--- config.mk ---
export PLATFORM = sky130hd
export DESIGN_NAME = burst_address_sequencer
export DESIGN_NICKNAME = d
export VERILOG_FILES = /design/src/rtl/burst_address_sequencer.sv
export SDC_FILE = /design/constraint.sdc
export NUM_CORES = 1
export LEC_CHECK = 0
export ABC_CLOCK_PERIOD_IN_PS = 7800
export BUFFER_PORTS_ARGS = -buffer_cell sky130_fd_sc_hd__clkbuf_2
export CORE_MARGIN = 2
export CORE_UTILIZATION = 30
export CTS_CLUSTER_DIAMETER = 30
export DETAILED_ROUTE_END_ITERATION = 7
export SLEW_MARGIN = 25
export SYNTH_ARGS = -nofsm -noshare
export SYNTH_HDL_FRONTEND = slang
export SYNTH_SLANG_ARGS = --single-unit
--- constraint.sdc ---
create_clock -name Clk -period 7.8 [get_ports Clk]
set_input_delay 0.39 -clock Clk [delete_from_list [all_inputs] [get_ports Clk]]
set_output_delay 0.39 -clock Clk [all_outputs]
set_load 0.01 [all_outputs]
--- src/rtl/burst_address_sequencer.sv ---
// burst_address_sequencer: emits one burst of wrap/linear beat addresses over a valid/ready handshake.
// Optional start-request alignment checking is enabled by defining ALIGN_CHECK_EN.
module burst_address_sequencer #(
    parameter int ADDR_WIDTH = 8,
    parameter int SIZE_WIDTH = 3,
    parameter int PAGE_BEATS = 256
) (
    input  logic                  Clk,
    input  logic                  Reset_n,
    input  logic                  Start,
    input  logic [ADDR_WIDTH-1:0] StartAddr,
    input  logic [SIZE_WIDTH-1:0] SizeIn,
    input  logic                  AddrMode,
    input  logic [2:0]            BurstLengthConfig,
    input  logic                  Abort,
    input  logic                  AddrReady,
    output logic [ADDR_WIDTH-1:0] AddrOut,
    output logic                  AddrValid,
    output logic                  LastBeat,
    output logic                  Busy,
    output logic                  Done,
    output logic                  Error
);
    localparam int CW = $clog2(PAGE_BEATS) + 1;
    localparam logic [1:0] IDLE  = 2'd0;
    localparam logic [1:0] BURST = 2'd1;
    localparam logic [1:0] DONE  = 2'd2;

    logic [1:0]            state_q, state_d;
    logic [ADDR_WIDTH-1:0] addr_q, addr_d;
    logic [ADDR_WIDTH-1:0] mask_q, mask_d;
    logic [SIZE_WIDTH-1:0] size_q, size_d;
    logic                  lin_q, lin_d;
    logic [CW-1:0]         left_q, left_d;
    logic [CW-1:0]         beats;
    logic [CW+SIZE_WIDTH-1:0] w_full;
    logic [ADDR_WIDTH-1:0] sum, next_addr;
    logic                  reject;

    assign beats  = (BurstLengthConfig == 3'b111) ? CW'(PAGE_BEATS) : CW'(1) << BurstLengthConfig;
    assign w_full = {{SIZE_WIDTH{1'b0}}, beats} * {{CW{1'b0}}, SizeIn};
    // A window that covers the whole address space degenerates to plain linear stepping.
    assign sum       = addr_q + ADDR_WIDTH'(size_q);
    assign next_addr = lin_q ? sum : (addr_q & ~mask_q) | (sum & mask_q);

`ifdef ALIGN_CHECK_EN
    logic err_q;
    assign reject = !(SizeIn == SIZE_WIDTH'(1) || SizeIn == SIZE_WIDTH'(2) || SizeIn == SIZE_WIDTH'(4))
                    || |(StartAddr & (ADDR_WIDTH'(SizeIn) - ADDR_WIDTH'(1)));
    assign Error  = err_q;
    always_ff @(posedge Clk) begin
        if (!Reset_n) err_q <= 1'b0;
        else          err_q <= (state_q == IDLE) && Start && reject;
    end
`else
    assign reject = 1'b0;
    assign Error  = 1'b0;
`endif

    always_comb begin
        state_d = state_q;
        addr_d  = addr_q;
        mask_d  = mask_q;
        size_d  = size_q;
        lin_d   = lin_q;
        left_d  = left_q;
        case (state_q)
            IDLE: if (Start && !reject) begin
                state_d = BURST;
                addr_d  = StartAddr;
                size_d  = SizeIn;
                mask_d  = w_full[ADDR_WIDTH-1:0] - ADDR_WIDTH'(1);
                lin_d   = AddrMode || ((w_full >> ADDR_WIDTH) != 0);
                left_d  = beats - CW'(1);
            end
            BURST: if (Abort) begin
                state_d = IDLE;
            end else if (AddrReady) begin
                if (left_q == 0) state_d = DONE;
                else begin
                    addr_d = next_addr;
                    left_d = left_q - CW'(1);
                end
            end
            DONE: state_d = IDLE;
            default: state_d = IDLE;
        endcase
    end

    always_ff @(posedge Clk) begin
        if (!Reset_n) begin
            state_q <= IDLE;
            addr_q  <= '0;
            mask_q  <= '0;
            size_q  <= '0;
            lin_q   <= 1'b0;
            left_q  <= '0;
        end else begin
            state_q <= state_d;
            addr_q  <= addr_d;
            mask_q  <= mask_d;
            size_q  <= size_d;
            lin_q   <= lin_d;
            left_q  <= left_d;
        end
    end

    assign AddrOut   = addr_q;
    assign AddrValid = (state_q == BURST);
    assign LastBeat  = AddrValid && (left_q == 0);
    assign Busy      = (state_q != IDLE);
    assign Done      = (state_q == DONE);
endmodule

==> out/qor.txt <==
Fmax -> 291 MHz
Htree depth -> 2
Skew-Pair Late Insertion Delay -> 0.28 ns
CTS Buf Count -> 5
Primary FF master, synth -> dfxtp_1
#FFs+latches synth -> 31
Clk slew on worst S/H paths -> 0.06 ns
Post-route ant nets -> 0
Area of the multi-input gates -> 1890 sq um
Pwr Total -> 478 uW
Grt total ovfl -> 0
Synthesized area per cell -> 7.66 sq um
Unrepaired setup endpoints after global routing -> false
Synth async-reset ratio -> 0%
Leakage power -> 1.28 nW
Top cell type's share of synthesized area -> 23.0%
Post-synthesis sequential area ratio -> 23.0%
Postcts setup bufs -> 0
DR vias -> 2492
Initial antenna violation count -> 0
Arrival time at the worst endpoint -> 3.64 ns
Hold Path Class -> in -> reg
Net Count, Synth -> 396
Routed WL per cell -> 13.6 microns
Max FO, Critical Path -> 10
Number of port buffers -> 31
Final Critical Period -> 3.43 ns
Final HPWL DP -> 5100 microns
CTS Hold Bufs -> 0
Bufs on Longest Clock Path -> 2
DIE HEIGHT -> 98.9 microns
Clk root buf -> clkbuf_8
Crit share post-route -> 44.0%
GRT Total Usage -> 14.2%
Largest net degree at the start of global routing -> 28
Core Footprint -> 8720 sq um
Status -> complete, no violations
Final Max Tran Viols -> 0
GP Congestion -> 0.818
Cells after Synth -> 353
Max Cap Viol -> 0
First-pass GRT wire length -> 11500 microns
Post-Syn Area -> 2700 sq um
Largest area contributor in the netlist -> dfxtp_1
Fin. Hold Viols -> 0
Clk_skew -> 0.00690 ns
DR pass1 iterations -> 4
Total detailed-routing wirelength -> 6560 microns
Layout cells sized above 1 -> 15.8%
Final setup viols -> 0
DRC viols -> 0
DIE AREA -> 9790 sq um
Row count -> 34
Setup TNS -> 0 ns
Critical Path Start Type -> input port
Initial Utilization -> 31.0%
Detailed router's first-iteration violation count -> 94
Ports -> 33
Slew headroom -> 43.0%
Die Span X -> 98.9 microns
Clock tree from TritonCTS -> done
Sequential Area -> 621 sq um
Crit Path Category -> in -> reg
Sink Count -> 31
CTS resizes -> 0
Area grow syn2layout -> 10.4%
Vias in the first global route -> 2432
Flop-to-flop setup slack -> 5.29 ns
Fill cell count -> 914
Slew @ Worst Pin -> 0.855 ns
Crit. End Element -> flip-flop
Post-synth EDFFs -> 0
Synth Warn # -> 0
Via density -> 5.18
Ranking of synthesized cells by area -> dfxtp_1 (23%), ha_1 (7.4%), nand2_1 (6.7%)
# diodes -> 0
Final #Nets -> 416
Max VDD drop -> 0.0561 mV
Cell variety after synth -> 64
WP data required -> 8.01 ns
Pwr Density -> 160 nW/um^2
-- report_power, final --
group	internal, mW	total [mW]	switching (mW)	leakage [nW]
Sequential	0.176	0.196	0.0195	0.256
Clock	0.0692	0.128	0.0590	0.0470
Combinational	0.0631	0.154	0.0910	0.979
-- cell usage after synthesis, drive strengths merged (2+ instances only) --
master and n:
nand2 48, nor2 40, dfxtp 31, o21ai 29
a21oi 22, inv 21, ha 16, buf 13
nand3 12, and2 10, nor3 10, a211oi 9
clkbuf 7, fa 7, xor2 7, a311oi 6
nor2b 6, a31oi 5, xnor2 5, nor3b 4
mux2i 3, nand2b 3, nor4 3, o2111ai 3
o21a 3, or3 3, a21o 2, and3 2
o211ai 2, o221ai 2
-- per-layer routing --
| layer | vias up | GRT usage, % | routed length [microns] |
|---|---|---|---|
| li1 | 1278 | - | - |
| met4 | 0 | 4.21 | 79 |
| met2 | 41 | 24.3 | 3160 |
| met3 | 6 | 2.84 | 244 |
| met5 | - | 0 | 0 |
| met1 | 1167 | 18.2 | 3080 |
-- final timing paths --
| check | end | from | depth (start not counted) |
|---|---|---|---|
| max | mask_q[7] | BurstLengthConfig[1] | 14 |
| min | state_q[1] | Abort | 2 |
| max reg2reg | left_q[8] | state_q[1] | 8 |
| min reg2reg | mask_q[3] | mask_q[3] | 2 |
-- metrics by stage --
stage / setup slack [ns] / util (%) / instance area [sq um] / instances / hold slack, ns
2_1_floorplan: 4.42 / - / 2700 / 353 / 0.432
6_report: 4.37 / 34.2 / 2990 / 481 / 0.302
3_5_place_dp: 4.09 / 33.2 / 2900 / 474 / 0.452
3_3_place_gp: 4.20 / 33.2 / 2900 / 474 / 0.445
4_1_cts: 4.35 / 34.2 / 2990 / 481 / 0.295
5_1_grt: 4.07 / 34.2 / 2990 / 481 / 0.298
-- worst max-delay path, stage by stage --
cell	delay, ns
clkbuf_2	0.20
nor2b_1	0.36
nor2b_1	0.30
nand2_1	0.11
fa_1	0.43
inv_1	0.06
ha_1	0.16
inv_1	0.05
fa_1	0.43
xor2_1	0.30
nand3_2	0.14
nor3_2	0.22
xor3_1	0.33
a21oi_1	0.14
-- cell type report --
cell class | count | area share, %
tap | 108 | 4.53
sequential | 31 | 20.8
inverter | 21 | 2.64
timing repair buffer | 33 | 5.70
clock buffer | 6 | 2.77
multi-input combinational | 281 | 63.4
clock inverter | 1 | 0.168
-- cells by family after synthesis --
kind of cell | count (synthesis) | share of synthesized area (%)
AND/OR/NAND/NOR | 144 | 26.6
AO/OA/AOI/OAI | 96 | 24.2
buffers and inverters | 41 | 7.22
flip-flops | 31 | 23.0
adder cells (fa/ha/maj) | 23 | 12.6
XOR/XNOR | 13 | 4.77
multiplexers | 4 | 1.53
other | 1 | 0.139
-- placed cells by master (no fill, tap or decap), types with 2 or more instances in the layout --
cell type / n
a211oi_1: 8
a21o_1: 2
a21oi_1: 21
a311oi_1: 5
a31oi_1: 5
and2_1: 10
and3_1: 2
buf_4: 2
clkbuf_2: 31
clkbuf_8: 6
dfxtp_1: 31
fa_1: 7
ha_1: 16
inv_1: 20
mux2i_1: 3
nand2_1: 48
nand2b_1: 2
nand3_1: 11
nor2_1: 39
nor2b_1: 5
nor3_1: 7
nor3_2: 2
nor3b_1: 3
nor4_1: 2
o2111ai_1: 3
o211ai_1: 2
o21a_1: 3
o21ai_0: 23
o21ai_1: 3
o21ai_2: 3
o221ai_1: 2
or3_1: 3
xnor2_1: 5
xor2_1: 7
No activity file was read; power rests on OpenSTA's default activity.
